**src/rtl/jtag_host_if.sv**
```systemverilog
// Command/response channel between the system-side sequencer and jtag_host.
interface jtag_host_if #(
  parameter int MAX_LEN = 16,
  parameter int LW      = $clog2(MAX_LEN) + 1
);
  logic               cmd_valid;
  logic               cmd_ready;
  logic [1:0]         cmd_op;
  logic [LW-1:0]      cmd_len;
  logic [MAX_LEN-1:0] cmd_data;
  logic               rsp_valid;
  logic [MAX_LEN-1:0] rsp_data;
  logic               busy;

  // sequencer side
  modport master (
    output cmd_valid, cmd_op, cmd_len, cmd_data,
    input  cmd_ready, rsp_valid, rsp_data, busy
  );

  // controller side
  modport slave (
    input  cmd_valid, cmd_op, cmd_len, cmd_data,
    output cmd_ready, rsp_valid, rsp_data, busy
  );
endinterface

```
**src/rtl/jtag_host.sv**
```systemverilog
// Host-side JTAG controller: expands TAP-reset / IR / DR / idle commands
// into TCK/TMS/TDI sequences and returns captured TDO bits.
module jtag_host #(
  parameter int MAX_LEN = 16,
  parameter int CLK_DIV = 2,
  parameter int LW      = $clog2(MAX_LEN) + 1
) (
  input  logic        clk,
  input  logic        rst_n,
  jtag_host_if.slave  bus,
  output logic        tck,
  output logic        tms,
  output logic        tdi,
  input  logic        tdo
);
  // counter must also hold the 6-TCK reset list
  localparam int CW = (LW > 3) ? LW : 3;
  localparam int DW = $clog2(CLK_DIV) + 1;
  localparam logic [DW-1:0] DIV_LAST = DW'(CLK_DIV - 1);

  localparam logic [1:0] OP_RST  = 2'b00;
  localparam logic [1:0] OP_IR   = 2'b01;
  localparam logic [1:0] OP_DR   = 2'b10;
  localparam logic [1:0] OP_IDLE = 2'b11;

  typedef enum logic [2:0] {S_IDLE, S_PRE, S_SHIFT, S_POST, S_DONE} state_e;

  state_e             state_q, state_d;
  logic [1:0]         op_q, op_d;
  logic [CW-1:0]      len_q, len_d;     // TCK count of the SHIFT state
  logic [MAX_LEN-1:0] data_q, data_d;
  logic [MAX_LEN-1:0] cap_q, cap_d;     // TDO capture of the running command
  logic [MAX_LEN-1:0] rsp_q, rsp_d;     // last completed response
  logic [CW-1:0]      cnt_q, cnt_d;     // TCK index within current state
  logic [DW-1:0]      div_q, div_d;     // clk cycles within TCK half-period
  logic               tck_q, tck_d;
  logic               started_q, started_d;

  logic               active, accept, is_shift_op, tdi_bit;
  logic [CW-1:0]      last_cnt, len_clamp;

  assign active      = (state_q == S_PRE) || (state_q == S_SHIFT) || (state_q == S_POST);
  assign accept      = bus.cmd_valid && !active;
  assign is_shift_op = (op_q == OP_IR) || (op_q == OP_DR);
  assign tdi_bit     = |(data_q & (MAX_LEN'(1) << cnt_q));

  // clamp requested length into 1..MAX_LEN
  always_comb begin
    len_clamp = CW'(bus.cmd_len);
    if (bus.cmd_len == '0)                len_clamp = CW'(1);
    else if (bus.cmd_len > LW'(MAX_LEN))  len_clamp = CW'(MAX_LEN);
  end

  // index of the final TCK in each TCK-producing state
  always_comb begin
    last_cnt = '0;
    case (state_q)
      S_PRE:   last_cnt = (op_q == OP_IR) ? CW'(3) : CW'(2);
      S_SHIFT: last_cnt = len_q - CW'(1);
      S_POST:  last_cnt = CW'(1);
      default: last_cnt = '0;
    endcase
  end

  // state and datapath registers
  always_ff @(posedge clk) begin
    if (!rst_n) begin
      state_q   <= S_IDLE;
      op_q      <= OP_RST;
      len_q     <= '0;
      data_q    <= '0;
      cap_q     <= '0;
      rsp_q     <= '0;
      cnt_q     <= '0;
      div_q     <= '0;
      tck_q     <= 1'b0;
      started_q <= 1'b0;
    end else begin
      state_q   <= state_d;
      op_q      <= op_d;
      len_q     <= len_d;
      data_q    <= data_d;
      cap_q     <= cap_d;
      rsp_q     <= rsp_d;
      cnt_q     <= cnt_d;
      div_q     <= div_d;
      tck_q     <= tck_d;
      started_q <= started_d;
    end
  end

  // next state: accept, pace TCK, capture on rise, advance bits on fall
  always_comb begin
    state_d   = state_q;
    op_d      = op_q;
    len_d     = len_q;
    data_d    = data_q;
    cap_d     = cap_q;
    rsp_d     = rsp_q;
    cnt_d     = cnt_q;
    div_d     = div_q;
    tck_d     = tck_q;
    started_d = started_q;
    case (state_q)
      S_IDLE, S_DONE: begin
        state_d = S_IDLE;
        if (accept) begin
          op_d      = bus.cmd_op;
          data_d    = bus.cmd_data;
          cap_d     = '0;
          cnt_d     = '0;
          div_d     = '0;
          tck_d     = 1'b0;
          started_d = 1'b1;
          len_d     = (bus.cmd_op == OP_RST) ? CW'(6) : len_clamp;
          // reset and idle have no entry prefix
          state_d   = (bus.cmd_op == OP_IR || bus.cmd_op == OP_DR) ? S_PRE : S_SHIFT;
        end
      end
      default: begin
        if (div_q != DIV_LAST) begin
          div_d = div_q + DW'(1);
        end else begin
          div_d = '0;
          tck_d = ~tck_q;
          if (!tck_q) begin
            // rising TCK: sample TDO for real shift bits
            if (state_q == S_SHIFT && is_shift_op)
              cap_d = cap_q | (MAX_LEN'(tdo) << cnt_q);
          end else if (cnt_q != last_cnt) begin
            cnt_d = cnt_q + CW'(1);
          end else begin
            cnt_d = '0;
            case (state_q)
              S_PRE:   state_d = S_SHIFT;
              S_SHIFT: begin
                if (is_shift_op) state_d = S_POST;
                else begin
                  state_d = S_DONE;
                  rsp_d   = cap_q;
                end
              end
              default: begin
                state_d = S_DONE;
                rsp_d   = cap_q;
              end
            endcase
          end
        end
      end
    endcase
  end

  // TMS/TDI follow state and bit index, which only move on falling TCK
  always_comb begin
    tms = 1'b0;
    tdi = 1'b0;
    case (state_q)
      S_IDLE:  tms = ~started_q;   // park high until the first command
      S_PRE:   tms = (op_q == OP_IR) ? (cnt_q < CW'(2)) : (cnt_q == '0);
      S_SHIFT: begin
        case (op_q)
          OP_RST:  tms = (cnt_q < CW'(5));
          OP_IDLE: tms = 1'b0;
          default: begin
            tms = (cnt_q == len_q - CW'(1));
            tdi = tdi_bit;
          end
        endcase
      end
      S_POST:  tms = (cnt_q == '0);
      default: tms = 1'b0;
    endcase
  end

  assign tck           = tck_q;
  assign bus.cmd_ready = !active;
  assign bus.busy      = active;
  assign bus.rsp_valid = (state_q == S_DONE);
  assign bus.rsp_data  = rsp_q;
endmodule

```
**src/flat_wrapper.sv**
```systemverilog
// flat-port wrapper written by rule: the top's interface ports become plain ports
module jtag_host_flat 
#(
  parameter int MAX_LEN = 16,
  parameter int CLK_DIV = 2,
  parameter int LW      = $clog2(MAX_LEN) + 1
)
  (clk, rst_n, tck, tms, tdi, tdo, bus_cmd_valid, bus_cmd_op, bus_cmd_len, bus_cmd_data, bus_cmd_ready, bus_rsp_valid, bus_rsp_data, bus_busy);
  jtag_host_if #(.MAX_LEN(MAX_LEN), .LW(LW)) bus_i ();
  input  logic clk;
  input  logic rst_n;
  output logic tck;
  output logic tms;
  output logic tdi;
  input  logic tdo;
  input wire logic [$bits(bus_i.cmd_valid)-1:0] bus_cmd_valid;
  input wire logic [$bits(bus_i.cmd_op)-1:0] bus_cmd_op;
  input wire logic [$bits(bus_i.cmd_len)-1:0] bus_cmd_len;
  input wire logic [$bits(bus_i.cmd_data)-1:0] bus_cmd_data;
  output wire logic [$bits(bus_i.cmd_ready)-1:0] bus_cmd_ready;
  output wire logic [$bits(bus_i.rsp_valid)-1:0] bus_rsp_valid;
  output wire logic [$bits(bus_i.rsp_data)-1:0] bus_rsp_data;
  output wire logic [$bits(bus_i.busy)-1:0] bus_busy;
  assign bus_i.cmd_valid = bus_cmd_valid;
  assign bus_i.cmd_op = bus_cmd_op;
  assign bus_i.cmd_len = bus_cmd_len;
  assign bus_i.cmd_data = bus_cmd_data;
  assign bus_cmd_ready = bus_i.cmd_ready;
  assign bus_rsp_valid = bus_i.rsp_valid;
  assign bus_rsp_data = bus_i.rsp_data;
  assign bus_busy = bus_i.busy;
  jtag_host #(.MAX_LEN(MAX_LEN), .CLK_DIV(CLK_DIV), .LW(LW)) u_core (.clk(clk), .rst_n(rst_n), .bus(bus_i), .tck(tck), .tms(tms), .tdi(tdi), .tdo(tdo));
endmodule
```
**config.mk**
```make
export PLATFORM = sky130hd
export DESIGN_NAME = jtag_host_flat
export DESIGN_NICKNAME = d
export VERILOG_FILES = /design/src/rtl/jtag_host_if.sv /design/src/rtl/jtag_host.sv /design/src/flat_wrapper.sv
export SDC_FILE = /design/constraint.sdc
export NUM_CORES = 1
export LEC_CHECK = 0
export ABC_AREA = 1
export CAP_MARGIN = 30
export CORE_MARGIN = 1.5
export CORE_UTILIZATION = 54
export DETAILED_ROUTE_END_ITERATION = 16
export PLACE_DENSITY = 0.8
export SLEW_MARGIN = 10
export SYNTH_ARGS = -nofsm -noshare
export SYNTH_HDL_FRONTEND = slang
export SYNTH_SLANG_ARGS = --single-unit
export TNS_END_PERCENT = 30
```
**constraint.sdc**
```tcl
create_clock -name clk -period 2.5 [get_ports clk]
set_clock_uncertainty 0.05 [all_clocks]
set_input_delay 0.625 -clock clk [delete_from_list [all_inputs] [get_ports clk]]
set_output_delay 0.625 -clock clk [all_outputs]
set_load 0.02 [all_outputs]
```
; ---- Yosys cells after proc, flatten, opt, wreduce, memory -nomap -nowiden
; Cells that the tools add are included.
[totals]
regBits = 67
in_bits = 27
[classes]
addsub = 3
n_lt_le_gt_ge = 3
eq_ne = 17
shift = 2
n_mux = 36
bitwise = 8
reduce_logical = 23
[ops]
columns = operator, count
row1 = $mux 16, 6
row2 = $mux 5, 8
row3 = $pmux 16 s2, 1
row4 = $mux 3, 6
row5 = $and 16x16->16, 1
row6 = $or 16x16->16, 1
row7 = $reduce_or 16->1, 1
row8 = $shl 1x5->16, 1
row9 = $shl 1x5->16 const A, 1
row10 = $pmux 5 s3, 1
row11 = $logic_not 5->1, 2
row12 = $mux 2, 4
row13 = $ne 2x2->1 const B, 4
row14 = $mux 1, 7
row15 = $eq 2x2->1 const B, 3
row16 = $eq 3x2->1 const B, 2
row17 = $not 1->1, 6
row18 = $pmux 3 s2, 1
row19 = $reduce_and 3->1, 2
row20 = $reduce_and 6->1, 1
row21 = $add 5x1->5 const B, 1
row22 = $eq 5x5->1, 1
row23 = $gt 5x5->1 const B, 1
row24 = $lt 5x2->1 const B, 1
row25 = 19 further kinds, 29

; ---- Depth between registers and ports, before layout
; Gate-level depths: netlist of run 1.
[depth]
word_depth = 8
ltp_mapped = 16
depth_no_buf = 15

; ---- Worst setup path after synthesis of run 1
; OpenSTA, ideal clock, no wires.
[synth_timing]
kind = register to output
start = register u_core.cnt_q[2]
end = output port tdi
t_arrival_ns = 1.517
required_ns = 1.825
setup_slack_ns = 0.308
stages_incl_launch_ff = 9
path_buffers = 1
path_cell_list = dfxtp_1 inv_1 clkbuf_1 ha_1 a22o_1 a31oi_1 nand3_1 nand2_1 a21oi_1
[synth_via]
elab_chain_cells = 5
[synth_lines]
columns = element, line
row1 = start: declaration, jtag_host.sv:34  ; logic [CW-1:0] cnt_q, cnt_d;
row2 = start signal: assignment, jtag_host.sv:85  ; cnt_q <= cnt_d;
row3 = $shl 1x5->16, jtag_host.sv:45  ; assign tdi_bit = |(data_q & (MAX_LEN'(1) << cnt_q));
row4 = $and 16x16->16, jtag_host.sv:45
row5 = $reduce_or 16->1, jtag_host.sv:45
row6 = $mux 1, jtag_host.sv:162  ; case (op_q)
row7 = $mux 1, jtag_host.sv:158  ; case (state_q)
row8 = end: declaration, flat_wrapper.sv:14  ; output logic tdi;
; Every way passes these cells.

; ---- Worst setup path after layout of run 1
[layout_timing]
start = register u_core.cnt_q[0]
end = output port tms
[layout_via]
elab_chain_cells = 3
[layout_lines]
columns = element, line
row1 = $lt 5x3->1 (tied with other cells), jtag_host.sv:163  ; OP_RST: tms = (cnt_q < CW'(5));
row2 = $pmux 1 s2 / $mux 1 (equally long branches), "jtag_host.sv:162, jtag_host.sv:160"
row3 = $pmux 1 s4 (*), jtag_host.sv:158
row4 = end: declaration, flat_wrapper.sv:13  ; output logic tms;
; Mark *: on every way between the ends. The rest lies on a longest branch, timed or not.

==> impl_metrics.py, run 1 <==
metrics = {
    "status": {
        "status": "completed",
    },
    "timing": {
        "hold_viol": 0,
        "rsz0062_at_grt": "yes",
        "fmax_mhz": 401,
        "worst_slew_pin_slew_ns": 0.447,
        "setup_viol": 0,
        "min_period_ns": 2.49,
        "slew-limit-headroom": 0.699,
        "min_period_over_period": 0.997,
        "whs_ns": 0.403,
        "finalMaxSlewViolations": 0,
    },
    "grt": {
        "grt_pass1_vias": 2964,
        "grt_use_total": 0.271,
        "grt_overflow": 0,
        "grt_max_degree": 22,
        "antenna_found_initial": 0,
        "grt_pass1_wl_mm": 13.2,
    },
    "drt": {
        "drtIter0Drc": 182,
        "ant_nets": 0,
        "viasPerCell": 5.29,
        "vias": 3282,
        "drc": 0,
        "first_pass_iters": 6,
        "wl_per_cell_um": 13.3,
        "routed_wl_mm": 8.23,
    },
    "synthesis": {
        "syn_area_per_cell_um2": 7.06,
        "netlist.top_cell.by_area": "dfxtp_1",
        "syn-num-nets": 499,
        "yosysSeqAreaShare": 0.411,
        "yosys-top-cells-area": "dfxtp_1 41%, nand2_1 9.6%, nor2_1 7.6%, inv_1 6.0%, a21oi_1 5.8%",
        "synthFlopType": "dfxtp_1",
        "synth_enable_flop_cells": 0,
        "synth_top_cell_area_share": 0.411,
        "synthDistinctLibCells": 36,
        "synth.most_common_cell": "nand2_1",
        "synthCells": 462,
        "netlist_area_um2": 3260,
        "synth_commonest_cells": "83 x nand2_1, 67 x dfxtp_1, 66 x nor2_1",
        "yosysWarnings": 0,
        "synthArstFlopShare": 0,
        "synth-seq-cells": 67,
    },
    "placed_design": {
        "port_buffers": 48,
        "place_congestion": 0.924,
        "dpl.hpwl_mm": 6.04,
    },
    "critical_path": {
        "rr_endpoint": "u_core.bus.rsp_data[14]",
        "path_delay_family": "compound AO/OA/AOI/OAI gates",
        "crit_path_start": "u_core.cnt_q[0]",
        "crit_type": "reg -> out",
        "worstPathArrival_ns": 1.82,
        "crit_end": "tms",
        "startpoint_type": "register",
        "critPathRequiredTime_ns": 1.82,
        "cp_num_buf_inv": 2,
        "slowest_stage": "o32ai_1",
        "path_cells": "inv_2, ha_1, nand2_1, o32ai_1, a32oi_1, nand2_1, buf_6",
        "critical_path_depth": 7,
        "crit_top_cell": "nand2_1",
        "cp_max_fo": 4,
        "cp_slowest_stage_delay_ns": 0.40,
        "r2r-start": "u_core.len_q[1]",
        "cp-end-kind": "output pin",
        "reg2reg_depth": 15,
        "r2r_setup_slack_ns": 0.45,
    },
    "power_and_ir_drop": {
        "ir_drop_v": 0.00106,
        "leakage_nw": 1.81,
        "cellPowerDensity_nw_per_um2": 1080,
        "p_total_mw": 4.68,
    },
    "flow_run": {
        "drv_cap": 0,
    },
    "clock_tree": {
        "cts_buffers": 9,
        "clkTransAtPathRegs_ns": 0.07,
        "hold_buffers": 0,
        "cts.htree.levels": 3,
        "clock_latency_ns": 0.36,
        "numClockSinks": 67,
        "cts-root-buf": "clkbuf_8",
        "cts_tree": "done",
        "cts_buffer_depth": 2,
    },
    "floorplanning": {
        "die-area_um2": 6520,
        "core_area_um2": 5890,
        "initial_core_util": 0.554,
        "die_width_um": 80.7,
        "io_pins": 49,
        "core.rowCount": 28,
        "die_h_um": 80.7,
    },
    "final_layout": {
        "final_layout_size_suffix_gt1_frac": 0.196,
        "syn2layout_area_growth_pct": 32.3,
        "fillCellCount": 457,
        "diodes": 0,
        "final_nets": 578,
    },
    "hold_path": {
        "min-delay-path-class": "reg -> reg",
    },
}
stage by stage:
| step | util | area (um2) | setup WS [ns] | TNS [ns] | std cells |
|---|---|---|---|---|---|
| floorplan | - | 3260 | 0.308 | 0 | 462 |
| global placement | 0.679 | 4000 | -0.132 | -0.204 | 603 |
| detailed placement | 0.679 | 4000 | -0.191 | -0.335 | 603 |
| CTS | 0.717 | 4220 | -0.0394 | -0.0394 | 619 |
| global route | 0.733 | 4310 | -0.0737 | -0.143 | 621 |
| finish | 0.733 | 4310 | 0.00646 | 0 | 621 |
cell families after synthesis:
family / after synthesis / synth area share
xor gates and xnor gates: 4 / 0.0107
DFF: 67 / 0.411
AOI/OAI and AO/OA: 90 / 0.155
buffers and inverters: 84 / 0.110
and+or+nand+nor: 207 / 0.275
adders and majority gates: 10 / 0.0384
registers in the layout, indices dropped and copies added, names as in the netlist:
| register | cells |
|---|---|
| u_core.started_q | 1 |
| u_core.div_q | 2 |
| u_core.state_q | 3 |
| u_core.tck | 1 |
| u_core.cap_q | 16 |
| u_core.len_q | 5 |
| u_core.data_q | 16 |
| u_core.bus.rsp_data | 16 |
| u_core.cnt_q | 5 |
| u_core.op_q | 2 |
repair_timing:
action | 4_1_cts | 5_1_grt
buffers inserted | 0 | 2
pin swaps | 5 | 13
resized for setup | 25 | 22
hold endpoints to repair | 0 | 0
setup endpoints to repair | 4 | 5
final cells by class:
| class | instances | area [um2] | area share |
|---|---|---|---|
| Clock inverter | 6 | 40.0 | 0.00928 |
| Inverter | 67 | 259 | 0.0600 |
| Timing Repair Buffer | 85 | 759 | 0.176 |
| Clock buffer | 10 | 138 | 0.0319 |
| Tap cell | 75 | 93.8 | 0.0218 |
| Multi-Input combinational cell | 311 | 1670 | 0.387 |
| Sequential cell | 67 | 1350 | 0.314 |
routing by layer:
| metal | vias up | share of wire | GRT usage |
|---|---|---|---|
| met5 | - | 0 | 0 |
| met4 | 0 | 0.021 | 0.124 |
| met3 | 15 | 0.057 | 0.0602 |
| met2 | 98 | 0.46 | 0.429 |
| met1 | 1520 | 0.47 | 0.351 |
| li1 | 1649 | - | - |
cell usage in the layout, fill, tap and decap left out, types with 4 or more instances in the layout:
cell type and n:
buf_4 38, inv_1 49, ha_1 4, dfxtp_2 6, clkbuf_8 10, nor2_2 6
nand3_1 30, inv_2 15, o22ai_1 4, nand4_1 7, ha_4 5, dfxtp_1 60
xor2_1 4, nand2_2 4, nand2_1 82, clkdlybuf4s50_1 45, a21oi_1 36, o21ai_1 27
o21ai_0 6, nor3_1 5, nor2_1 65
tightest hold or removal path, delay by kind of cell, from the launching register on:
family / cells / cell delay (ns)
DFF: 1 / 0.31
buffers and inverters: 1 / 0.05
AOI/OAI and AO/OA: 1 / 0.05
how the worst min path moves through the flow:
stage | from | endpoint | cells after the start
2_1_floorplan | u_core.cap_q[0] | u_core.cap_q[0] | 2
3_3_place_gp | u_core.cap_q[1] | u_core.cap_q[1] | 2
3_5_place_dp | u_core.cap_q[2] | u_core.cap_q[2] | 2
4_1_cts | u_core.cap_q[2] | u_core.cap_q[2] | 2
5_1_grt | u_core.cap_q[15] | u_core.cap_q[15] | 2
6_report | u_core.cap_q[2] | u_core.cap_q[2] | 2
where the power goes:
group,internal (mW),switching [mW],leakage (nW)
Sequential,1.26,0.158,0.548
Clock,0.386,0.436,0.0924
Combinational,0.983,1.45,1.17
Total,2.63,2.05,1.81
Power figures use the tool's default switching activity.
==> inputs of run 2 (changes only) <==
--- a/config.mk
+++ b/config.mk
@@ -8,9 +8,9 @@
 export ABC_AREA = 1
 export CAP_MARGIN = 30
 export CORE_MARGIN = 1.5
-export CORE_UTILIZATION = 54
+export CORE_UTILIZATION = 58
 export DETAILED_ROUTE_END_ITERATION = 16
-export PLACE_DENSITY = 0.8
+export PLACE_DENSITY = 0.85
 export SLEW_MARGIN = 10
 export SYNTH_ARGS = -nofsm -noshare
 export SYNTH_HDL_FRONTEND = slang
==> constraint.sdc (replaced) <==
create_clock -name clk -period 3 [get_ports clk]
set_clock_uncertainty 0.05 [all_clocks]
set_input_delay 0.75 -clock clk [delete_from_list [all_inputs] [get_ports clk]]
set_output_delay 0.75 -clock clk [all_outputs]
set_load 0.02 [all_outputs]
==> impl_metrics.py, run 2 (same netlist as run 1, synthesis figures left out) <==
metrics = {
    "grt": {
        "grt_max_degree": 30,
        "grt_overflow": 0,
        "grt_pass1_vias": 2901,
        "grt_use_total": 0.270,
        "grt_pass1_wl_mm": 12.9,
        "antenna_found_initial": 0,
    },
    "drt": {
        "vias": 3090,
        "viasPerCell": 5.25,
        "routed_wl_mm": 7.77,
        "first_pass_iters": 4,
        "drtIter0Drc": 184,
        "ant_nets": 0,
        "wl_per_cell_um": 13.2,
        "drc": 0,
    },
    "critical_path": {
        "worstPathArrival_ns": 2.03,
        "rr_endpoint": "u_core.cap_q[14]",
        "reg2reg_depth": 7,
        "crit_type": "reg -> out",
        "startpoint_type": "register",
        "cp-end-kind": "output pin",
        "cp_num_buf_inv": 1,
        "crit_top_cell": "ha_1",
        "cp_max_fo": 8,
        "r2r_setup_slack_ns": 0.81,
        "path_cells": "ha_1, ha_1, a221oi_1, nand3_1, o21ai_1, a21oi_1, clkbuf_2",
        "r2r-start": "u_core.state_q[1]",
        "cp_slowest_stage_delay_ns": 0.38,
        "slowest_stage": "dfxtp_2",
        "path_delay_family": "compound AO/OA/AOI/OAI gates",
        "critPathRequiredTime_ns": 2.20,
    },
    "hold_path": {
        "whs_path_depth": 2,
        "worstHoldEndpoint": "u_core.cap_q[5]",
        "min-delay-path-class": "reg -> reg",
        "hold_start": "u_core.cap_q[5]",
    },
    "clock_tree": {
        "clock_latency_ns": 0.35,
        "cts_buffers": 9,
        "numClockSinks": 67,
        "post_cts_resized": 4,
        "post_cts_buffers": 0,
        "clkTransAtPathRegs_ns": 0.08,
        "cts_tree": "done",
        "hold_buffers": 0,
        "cts_buffer_depth": 2,
        "cts.htree.levels": 3,
        "cts-root-buf": "clkbuf_8",
    },
    "placed_design": {
        "placed_cells": 573,
        "port_buffers": 48,
        "place_congestion": 0.942,
        "dpl.hpwl_mm": 5.69,
    },
    "timing": {
        "rsz0062_at_grt": "no",
        "fin_setup_tns_ns": 0,
        "fmax_mhz": 354,
        "min_period_over_period": 0.943,
        "min_period_ns": 2.83,
        "setup_viol": 0,
        "worst_slew_pin_slew_ns": 0.566,
        "finalMaxSlewViolations": 0,
        "slew-limit-headroom": 0.621,
        "hold_viol": 0,
    },
    "power_and_ir_drop": {
        "ir_drop_v": 0.000774,
        "leakage_nw": 1.65,
        "cellPowerDensity_nw_per_um2": 898,
    },
    "final_layout": {
        "layout.cells.non_filler": 589,
        "fillCellCount": 485,
        "diodes": 0,
        "syn2layout_area_growth_pct": 22.1,
        "final_common_cell": "nand2_1",
        "final_cell_mix": "83 x nand2_1, 66 x nor2_1, 66 x dfxtp_1",
        "final_layout_size_suffix_gt1_frac": 0.106,
        "final_nets": 549,
    },
    "floorplanning": {
        "initial_core_util": 0.596,
        "die_h_um": 78.0,
        "io_pins": 49,
        "core.rowCount": 27,
        "die-area_um2": 6080,
        "die_width_um": 78.0,
        "core_area_um2": 5470,
    },
    "status": {
        "status": "completed",
    },
    "flow_run": {
        "drv_cap": 0,
    },
}
run 2: changes by cell type in the layout (fill, tap and decap cells not counted), moves of 3 or more:
cell / previous run / this run
ha_4: 5 / 0
inv_1: 49 / 52
dfxtp_2: 6 / 1
ha_1: 4 / 10
buf_4: 38 / 8
dfxtp_1: 60 / 66
run 2: layer usage:
metal	GRT usage	vias to the layer above	share of wire
li1	-	1590	-
met1	0.359	1404	0.48
met2	0.433	83	0.45
met3	0.0388	13	0.056
met4	0.121	0	0.017
met5	0	-	0
run 2: worst reg2reg max path, cell delays in order, from the launching register on:
cell and delay [ns]:
dfxtp_1 0.41, nor2_2 0.30, inv_2 0.17, nor2_2 0.19, nor2_2 0.06, inv_2 0.21, nand2_2 0.39, o21ba_1 0.35
run 2: layout make-up:
class	count	area (um2)	area share
clock inverter	5	52.6	0.0132
timing repair buffer	56	531	0.133
sequential	67	1340	0.337
tap	72	90.1	0.0226
inverter	67	256	0.0644
clock buffer	11	141	0.0355
multi-input combinational	311	1570	0.394
run 2: worst max path at each step:
stage / startpoint / endpoint / slack, ns / depth (start not counted)
global route: u_core.len_q[0] / tms / 0.002 / 11
floorplan: u_core.cnt_q[2] / tdi / 0.68 / 8
finish: u_core.cnt_q[0] / tdi / 0.17 / 7
CTS: u_core.len_q[0] / tms / 0.02 / 11
detailed placement: u_core.cnt_q[0] / tdi / 0.12 / 7
global placement: u_core.len_q[0] / tms / 0.16 / 11
run 2: report_power, final:
group | internal, mW | total [mW] | leakage (nW) | switching (mW)
logic | 0.573 | 1.66 | 1.01 | 1.09
clock network | 0.402 | 0.746 | 0.0991 | 0.344
registers | 1.04 | 1.17 | 0.546 | 0.127
run 2: per-stage QoR:
stage	utilization	hold slack [ns]	worst slack [ns]	cell area (um2)	power, mW
5_1_grt	0.728	0.415	0.00198	3980	3.82
2_1_floorplan	-	0.380	0.683	3260	2.39
3_3_place_gp	0.693	0.388	0.157	3790	2.79
3_5_place_dp	0.693	0.390	0.117	3790	2.81
4_1_cts	0.728	0.401	0.0211	3990	3.56
6_report	0.728	0.401	0.171	3980	3.58
==> inputs of run 3 (changes only) <==
--- a/config.mk
+++ b/config.mk
@@ -9,6 +9,7 @@
 export CAP_MARGIN = 30
 export CORE_MARGIN = 1.5
 export CORE_UTILIZATION = 58
+export CTS_CLUSTER_DIAMETER = 100
 export DETAILED_ROUTE_END_ITERATION = 16
 export PLACE_DENSITY = 0.85
 export SLEW_MARGIN = 10
==> results of run 3 <==
The final DEF is identical to that of run 2; final timing and power are the same.
